==> config.mk <==
export PLATFORM = sky130hd
export DESIGN_NAME = dmem_arbiter
export DESIGN_NICKNAME = d
export VERILOG_FILES = /design/src/rtl/dmem_arbiter.sv
export SDC_FILE = /design/constraint.sdc
export NUM_CORES = 1
export LEC_CHECK = 0
export CORE_MARGIN = 2
export CORE_UTILIZATION = 37
export CTS_CLUSTER_DIAMETER = 30
export DETAILED_ROUTE_END_ITERATION = 10
export PLACE_DENSITY = 0.77
export SYNTH_ARGS = -nofsm -noshare
export SYNTH_HDL_FRONTEND = slang
export SYNTH_SLANG_ARGS = --single-unit
==> constraint.sdc <==
create_clock -name clk_i -period 1.6 [get_ports clk_i]
set_input_delay 0.24 -clock clk_i [delete_from_list [all_inputs] [get_ports clk_i]]
set_output_delay 0.24 -clock clk_i [all_outputs]
set_load 0.03 [all_outputs]
==> src/rtl/dmem_arbiter.sv <==
// Arbiter sharing the single-port data memory between the CPU MEM stage and an
// external loader/debug master, with a req/ack memory handshake and a watchdog.
module dmem_arbiter #(
   parameter int ADDR_W  = 32,
   parameter int DATA_W  = 32,
   parameter int TIMEOUT = 16
) (
   input  logic              clk_i,
   input  logic              rst_i,
   input  logic              cpu_req_i,
   input  logic              cpu_we_i,
   input  logic [ADDR_W-1:0] cpu_addr_i,
   input  logic [DATA_W-1:0] cpu_wdata_i,
   output logic [DATA_W-1:0] cpu_rdata_o,
   output logic              cpu_ack_o,
   output logic              cpu_stall_o,
   input  logic              ext_req_i,
   input  logic              ext_we_i,
   input  logic [ADDR_W-1:0] ext_addr_i,
   input  logic [DATA_W-1:0] ext_wdata_i,
   output logic [DATA_W-1:0] ext_rdata_o,
   output logic              ext_ack_o,
   output logic              mem_req_o,
   output logic              mem_we_o,
   output logic [ADDR_W-1:0] mem_addr_o,
   output logic [DATA_W-1:0] mem_wdata_o,
   input  logic [DATA_W-1:0] mem_rdata_i,
   input  logic              mem_ack_i,
   output logic              err_o,
   output logic              err_owner_o
);

   localparam int CNT_W = $clog2(TIMEOUT + 1);
   localparam logic [CNT_W-1:0] TIMEOUT_C = CNT_W'(TIMEOUT);
   localparam logic [CNT_W-1:0] CNT_ONE_C = CNT_W'(1);

   typedef enum logic [1:0] {
      ST_IDLE = 2'd0,
      ST_BUSY = 2'd1,
      ST_DONE = 2'd2
   } state_t;

   state_t              state_r;
   state_t              next_state_s;
   logic [CNT_W-1:0]    cnt_r;
   logic                owner_r;       // 0 = CPU, 1 = EXT
   logic                last_owner_r;
   logic                grant_s;
   logic                grant_ext_s;
   logic                mem_done_s;
   logic                timeout_s;
   logic                mem_req_r;
   logic                mem_we_r;
   logic [ADDR_W-1:0]   mem_addr_r;
   logic [DATA_W-1:0]   mem_wdata_r;
   logic [DATA_W-1:0]   cpu_rdata_r;
   logic [DATA_W-1:0]   ext_rdata_r;
   logic                cpu_ack_r;
   logic                ext_ack_r;
   logic                err_r;
   logic                err_owner_r;

   // Next-state, round-robin grant and BUSY-exit decode.
   always_comb begin
      next_state_s = state_r;
      grant_s      = 1'b0;
      grant_ext_s  = 1'b0;
      mem_done_s   = 1'b0;
      timeout_s    = 1'b0;
      case (state_r)
         ST_IDLE: begin
            if (cpu_req_i && ext_req_i) begin
               grant_s      = 1'b1;
               grant_ext_s  = ~last_owner_r;
               next_state_s = ST_BUSY;
            end else if (cpu_req_i) begin
               grant_s      = 1'b1;
               grant_ext_s  = 1'b0;
               next_state_s = ST_BUSY;
            end else if (ext_req_i) begin
               grant_s      = 1'b1;
               grant_ext_s  = 1'b1;
               next_state_s = ST_BUSY;
            end else begin
               next_state_s = ST_IDLE;
            end
         end
         ST_BUSY: begin
            if (mem_ack_i) begin
               mem_done_s   = 1'b1;
               next_state_s = ST_DONE;
            end else if (cnt_r == TIMEOUT_C) begin
               timeout_s    = 1'b1;
               next_state_s = ST_DONE;
            end else begin
               next_state_s = ST_BUSY;
            end
         end
         ST_DONE: begin
            next_state_s = ST_IDLE;
         end
         default: begin
            next_state_s = ST_IDLE;
         end
      endcase
   end

   // State, ownership and watchdog counter.
   always_ff @(posedge clk_i) begin
      if (rst_i) begin
         state_r      <= ST_IDLE;
         cnt_r        <= '0;
         owner_r      <= 1'b0;
         last_owner_r <= 1'b1;   // EXT, so the CPU wins the first tie
      end else begin
         state_r <= next_state_s;
         if (grant_s) begin
            owner_r      <= grant_ext_s;
            last_owner_r <= grant_ext_s;
            cnt_r        <= CNT_ONE_C;
         end else if ((state_r == ST_BUSY) && !mem_done_s && !timeout_s) begin
            cnt_r <= cnt_r + CNT_ONE_C;
         end else begin
            cnt_r <= cnt_r;
         end
      end
   end

   // Latched request copy driving the memory side; we/req only live in BUSY.
   always_ff @(posedge clk_i) begin
      if (rst_i) begin
         mem_req_r   <= 1'b0;
         mem_we_r    <= 1'b0;
         mem_addr_r  <= '0;
         mem_wdata_r <= '0;
      end else if (grant_s) begin
         mem_req_r   <= 1'b1;
         mem_we_r    <= grant_ext_s ? ext_we_i    : cpu_we_i;
         mem_addr_r  <= grant_ext_s ? ext_addr_i  : cpu_addr_i;
         mem_wdata_r <= grant_ext_s ? ext_wdata_i : cpu_wdata_i;
      end else if (mem_done_s || timeout_s) begin
         mem_req_r <= 1'b0;
         mem_we_r  <= 1'b0;
      end else begin
         mem_req_r <= mem_req_r;
         mem_we_r  <= mem_we_r;
      end
   end

   // Completion: owner ack pulse, read data capture and sticky timeout error.
   always_ff @(posedge clk_i) begin
      if (rst_i) begin
         cpu_ack_r   <= 1'b0;
         ext_ack_r   <= 1'b0;
         cpu_rdata_r <= '0;
         ext_rdata_r <= '0;
         err_r       <= 1'b0;
         err_owner_r <= 1'b0;
      end else begin
         cpu_ack_r <= (mem_done_s | timeout_s) & ~owner_r;
         ext_ack_r <= (mem_done_s | timeout_s) & owner_r;
         if (timeout_s) begin
            err_r       <= 1'b1;
            err_owner_r <= owner_r;
            if (owner_r) begin
               ext_rdata_r <= '0;
            end else begin
               cpu_rdata_r <= '0;
            end
         end else if (mem_done_s && !mem_we_r) begin
            if (owner_r) begin
               ext_rdata_r <= mem_rdata_i;
            end else begin
               cpu_rdata_r <= mem_rdata_i;
            end
         end else begin
            cpu_rdata_r <= cpu_rdata_r;
         end
      end
   end

   assign cpu_rdata_o = cpu_rdata_r;
   assign ext_rdata_o = ext_rdata_r;
   assign cpu_ack_o   = cpu_ack_r;
   assign ext_ack_o   = ext_ack_r;
   assign cpu_stall_o = cpu_req_i & ~cpu_ack_r;
   assign mem_req_o   = mem_req_r;
   assign mem_we_o    = mem_we_r;
   assign mem_addr_o  = mem_addr_r;
   assign mem_wdata_o = mem_wdata_r;
   assign err_o       = err_r;
   assign err_owner_o = err_owner_r;

endmodule

=== Word-level counts from Yosys, hierarchy flattened ===
Index checks and enable logic that the tools add are counted.

* Output and inout port bits: 135
* Register bits: 143
* Input bits: 167
* Word-level logic and storage cells: 78

* Bitwise operators: 7
* Multiplexer cells: 34
* Reductions and logical operators: 15
* $add $sub $neg: 1
* Equal/unequal tests: 6

{| class="wikitable"
|+ Operators by type and width
! kind !! count
|-
| 32-bit 2-to-1 mux || 10
|-
| 1-bit 2-to-1 mux || 21
|-
| 2-bit != test (second input constant) || 4
|-
| 3-bit AND reduction || 2
|-
| 2-bit nonzero test || 3
|-
| 5-bit by 1-bit adder with 5-bit output (second input constant) || 1
|-
| 5-bit equality test (second input constant) || 1
|-
| 1-bit logical AND || 4
|-
| 2-bit 2-to-1 mux || 2
|-
| 2-bit case mux with 2 select lines || 1
|-
| 1-bit AND || 3
|-
| 1-bit logical NOT || 3
|-
| 1-bit NOT || 3
|-
| 2-bit by 1-bit equality test with 1-bit output (second input constant) || 1
|-
| 2-bit logical NOT || 1
|-
| 2-bit OR reduction || 1
|-
| 1-bit logical OR || 1
|-
| 1-bit bitwise OR || 1
|}

=== Depth between registers and ports, before layout ===
Gate-level depths: netlist of the first run.

* Depth in word-level cells: 8
* Depth in mapped cells: 8
* Gate-level depth less buffers: 6

=== Worst setup path after synthesis of the first run ===
OpenSTA, ideal clock, no wires.

* Kind: register -> register
* Start: register cnt_r[0]
* End: register ext_rdata_r[10] (netlist: ext_rdata_o[10])
* Library setup time: 0.072 ns
* Path buffers: 2
* Cell stages (with the launch flop): 9
* Arrival time: 1.479 ns
* Clock period less this slack: 1.551 ns
* Path slack: 0.049 ns
* Data required time: 1.528 ns
* Cell sequence: dfxtp_1 > inv_1 > ha_1 > nand4bb_4 > mux2i_1 > and4b_1 > buf_6 > buf_12 > mux2i_1

* Cells in the longest elaborated chain, start to end: 6
* Elaborated cells on any way between the ends: 8
* Classes of those cells: 2 x eq/ne; 4 x mux; 2 x reduce/logical

{| class="wikitable"
|+ Ends and longest elaborated chain
! what !! line !! source
|-
| start, declared || 45 || <nowiki>logic [CNT_W-1:0] cnt_r;</nowiki>
|-
| start signal, assigned || 122 || <nowiki>cnt_r <= cnt_r + CNT_ONE_C;</nowiki>
|-
| start signal, assigned || 124 || <nowiki>cnt_r <= cnt_r;</nowiki>
|-
| 5-bit equality test * || 92 || <nowiki>end else if (cnt_r == TIMEOUT_C) begin</nowiki>
|-
| 1-bit 2-to-1 mux * || 92 ||
|-
| 1-bit 2-to-1 mux * || 89 || <nowiki>if (mem_ack_i) begin</nowiki>
|-
| 1-bit 2-to-1 mux * || 70 || <nowiki>case (state_r)</nowiki>
|-
| 2-bit != test (no source line) or 2-bit nonzero test (tied branches) || -- ||
|-
| 3-bit AND reduction (no source line) || -- ||
|-
| end signal, assigned || 172 || <nowiki>ext_rdata_r <= mem_rdata_i;</nowiki>
|-
| end, declared || 57 || <nowiki>logic [DATA_W-1:0] ext_rdata_r;</nowiki>
|}

Every way passes the cells marked *; elsewhere a longest branch is shown, timed or not.
A chain may end at the register's enable or synchronous reset.

=== Worst setup path in the final report of the first run ===
* Start: register cnt_r[0]
* End: register cpu_rdata_r[19] (netlist: cpu_rdata_o[19])

* Cells in the longest elaborated chain, start to end: 6
* Elaborated cells on any way between the ends: 8
* Classes of those cells: 2 x eq/ne; 4 x mux; 2 x reduce/logical

{| class="wikitable"
|+ Ends and longest elaborated chain
! what !! line !! source
|-
| 5-bit equality test * || 92 ||
|-
| 1-bit 2-to-1 mux * || 92 ||
|-
| 1-bit 2-to-1 mux * || 89 ||
|-
| 1-bit 2-to-1 mux * || 70 ||
|-
| 2-bit != test (no source line) or 2-bit nonzero test (tied branches) || -- ||
|-
| 3-bit AND reduction (no source line) || -- ||
|-
| end signal, assigned || 174 || <nowiki>cpu_rdata_r <= mem_rdata_i;</nowiki>
|-
| end signal, assigned || 177 || <nowiki>cpu_rdata_r <= cpu_rdata_r;</nowiki>
|-
| end, declared || 56 || <nowiki>logic [DATA_W-1:0] cpu_rdata_r;</nowiki>
|}

Marks and branches as above.

==> run metrics, run 1 <==
#FFs+latches synth 143; Setup crit end cpu_rdata_o[19]$_SDFFE_PP0P_; failing checks setup timing; worst min path class in -> reg; cells after synthesis 670; Setup CP Type reg -> reg; Logic pwr share 24.4%; final worst path period need 1.72 ns; Clock Power Share 38.9%; number of global-route vias before repair 6,074; Int Pwr 7.62 mW; total gr overflow 0; Rows 47; I/O Pins 302; antenna violations before repair 0; port bufs 301; drc violations 0; outcome finished, violations left; CTS Buffer Depth 2; Die Span Y 135 um; P per Cell Area 1050 nW/um^2; Synth warnings 0; FF-to-FF path depth 8; max cap viols 0; Reg-to-Reg End cpu_rdata_o[19]$_SDFFE_PP0P_; TritonCTS clock tree built; DRT antenna net count 0; fin area 10,300 um^2; VDD IR max 0.749 mV; # hold bufs at CTS 0; first-pass GRT wire length 31,800 um; Hold WS 0.301 ns; antenna cells 0; top_reg_cell synth dfxtp_1; via count 5,904; unrepaired setup endpoints after global routing yes; Final HPWL DP 14,700 um; Nets 1,148; post-synth design cell area 6320 um^2; Worst Path Max Fanout 8; slew margin rel. 72.8%; Post-synth ARST share 0%; Layout area overhead 62.9%; FMAX 582 MHz; Slew Limit Fails 0; ratio of cells with drive above 1 in the final layout 14.7%; Final period util 107%; placer's final routability congestion estimate 0.833; Num CTS Buffers 17; clock skew 0.00860 ns; Critical Path Source Type flop; drt via density 4.87; Sink Count 143; H-tree depth 4; die area 18,200 um^2; origin of the worst setup path cnt_r[0]$_SDFFE_PP0P_; LEAKAGE 4.34 nW; CP endpoint kind flop; switching share of power 29.6%; R2R Path Start cnt_r[0]$_SDFFE_PP0P_; cell taking the most area after synthesis dfxtp_1; total power 10.8 mW; Worst R2R Setup Slack -0.12 ns; EDFF count, synth 0; Core Footprint 16,600 um^2; drt wl/cell 16.9 um; Post-Place Setup Slack -0.281 ns; drt first-iter violations 258; Seq/Total Area, Yosys 45.3%; Root Driver clkbuf_16; WP data arrival 2.06 ns; Netlist cell types 33; Synth area leaders dfxtp_1 45%, mux2i_1 11%, nor4_2 9.7%; later-pin clock latency in the skew report 0.42 ns; Mapped Nets 839; fin worst setup slack -0.119 ns; worst-margin pin slew 0.409 ns; count of final hold-check violations 0; First-pass DRT Iterations 4; Reg power frac 36.7%; Worst-path clk slew 0.06 ns; CP Data Required Time 1.94 ns; switching power of the nets 3.21 mW; GRT Total Usage 22.5%; Finish-stage setup viols 59; drt total wl 20,500 um; dpl cell area 9670 um^2; Yosys top cell area share 45.3%; Die X 135 um; largest net degree at the start of global routing 41; Avg Inst Size Synth 9.44 um^2; Initial Util 38.0%
-- metrics by stage --
stage / util, % / std cells / TNS [ns]
after floorplan: - / 670 / 0
after global placement: 58.1 / 1171 / -23.18
after detailed placement: 58.1 / 1171 / -29.47
final: 61.9 / 1212 / -3.32
after global routing: 61.9 / 1212 / -9.01
after CTS: 61.7 / 1210 / -1.75
-- how the worst min path moves through the flow --
| stage | start | to | slack, ns | cells past startpoint |
|---|---|---|---|---|
| 6_report | rst_i | ext_rdata_o[27]$_SDFFE_PP0P_ | 0.30 | 3 |
| 5_1_grt | rst_i | ext_rdata_o[26]$_SDFFE_PP0P_ | 0.31 | 3 |
| 4_1_cts | rst_i | ext_rdata_o[26]$_SDFFE_PP0P_ | 0.30 | 3 |
| 3_5_place_dp | cpu_rdata_o[2]$_SDFFE_PP0P_ | cpu_rdata_o[2]$_SDFFE_PP0P_ | 0.46 | 2 |
| 3_3_place_gp | cpu_rdata_o[7]$_SDFFE_PP0P_ | cpu_rdata_o[7]$_SDFFE_PP0P_ | 0.46 | 2 |
| 2_1_floorplan | mem_rdata_i[0] | cpu_rdata_o[0]$_SDFFE_PP0P_ | 0.40 | 2 |
-- critical path: stages (launching register included) --
cell	delay (ns)
dfxtp_2	0.32
inv_2	0.07
ha_4	0.15
nand4bb_4	0.11
mux2i_2	0.19
nor3b_4	0.25
buf_6	0.16
buf_12	0.14
mux2i_2	0.23
-- cell usage in the layout (no fill, tap or decap), types with 4 or more instances in the layout --
cell type        Yosys  layout
dlygate4sd2_1        0     133
nor3_1              72      72
clkbuf_16            0      17
clkdlybuf4s50_1      0     165
buf_4                2      26
buf_6                8       4
nand2b_1            66      66
mux2i_1             68      66
buf_12               6      14
nor4_2              49      49
nor4_1              16      16
bufinv_16            0       4
nor2_1             135     135
nand2_1             35      34
dfxtp_1            143     141
-- synthesized netlist by cell type, drive strengths merged, types with 2 or more instances --
cell type  count
inv            2
a21oi          4
and2           2
nor3b          2
nor2         136
nand4          2
dfxtp        143
ha             2
mux2i         68
xor2           3
nor3          72
nor4          65
buf           33
clkbuf        23
nand2b        66
a211oi         2
nand2         35
-- power groups by stage --
stage               Clock (mW)  Sequential [mW]  Combinational [mW]
floorplan                    0             4.56               0.972
global placement             0             4.05                2.73
detailed placement           0             4.06                2.75
CTS                       4.27             3.98                2.65
global route              4.40             4.01                2.81
finish                    4.21             3.98                2.64
-- area by class of cell --
type                            instances  area (um^2)
Tap cell                              220          275
Inverter                                2         7.51
Timing Repair Buffer                  346         3430
Multi-Input combinational cell        469         3100
Fill cell                            1442         6340
Sequential cell                       143         2870
Clock inverter                         13          188
Clock buffer                           19          433
-- registers in the layout, summed over array words and instances, names as in the netlist --
name / flops
state_r: 2
cnt_r: 5
cpu_ack_o: 1
cpu_rdata_o: 32
mem_we_o: 1
mem_addr_o: 32
err_owner_o: 1
err_o: 1
owner_r: 1
ext_rdata_o: 32
last_owner_r: 1
ext_ack_o: 1
mem_wdata_o: 32
mem_req_o: 1
-- layer usage --
layer	part of all wire (%)	vias up	GRT usage, %
met5	0	-	0
met4	2.3	0	8.36
met3	9.0	33	8.18
met2	50	213	39.1
met1	39	2748	25.4
li1	-	2910	-
-- kinds of logic (layout without fill, tap and decap cells) --
group	Yosys count	count (layout)	synth area share, %
AOI/OAI and AO/OA	10	10	1.19
muxes	68	68	10.8
DFF	143	143	45.3
buffers and inverters	58	380	6.39
adders and majority gates	2	2	0.396
xor gates and xnor gates	4	4	0.554
and+or+nand+nor	385	385	35.5
-- repair_timing --
item / in CTS / in global routing
hold endpoints to repair: 0 / 0
setup buffers: 4 / 2
pin swaps: 1 / 1
gates resized for setup: 144 / 7
setup endpoints to repair: 197 / 76
gates cloned: 3 / 0
No activity file was read; power rests on OpenSTA's default activity.
==> run 2, diff against run 1 <==
CAP_MARGIN = 10   (was not set)
HOLD_SLACK_MARGIN = 0.08   (was not set)
==> results of run 2 <==
Same layout as run 1: the final DEF is identical, and so are final timing and power.
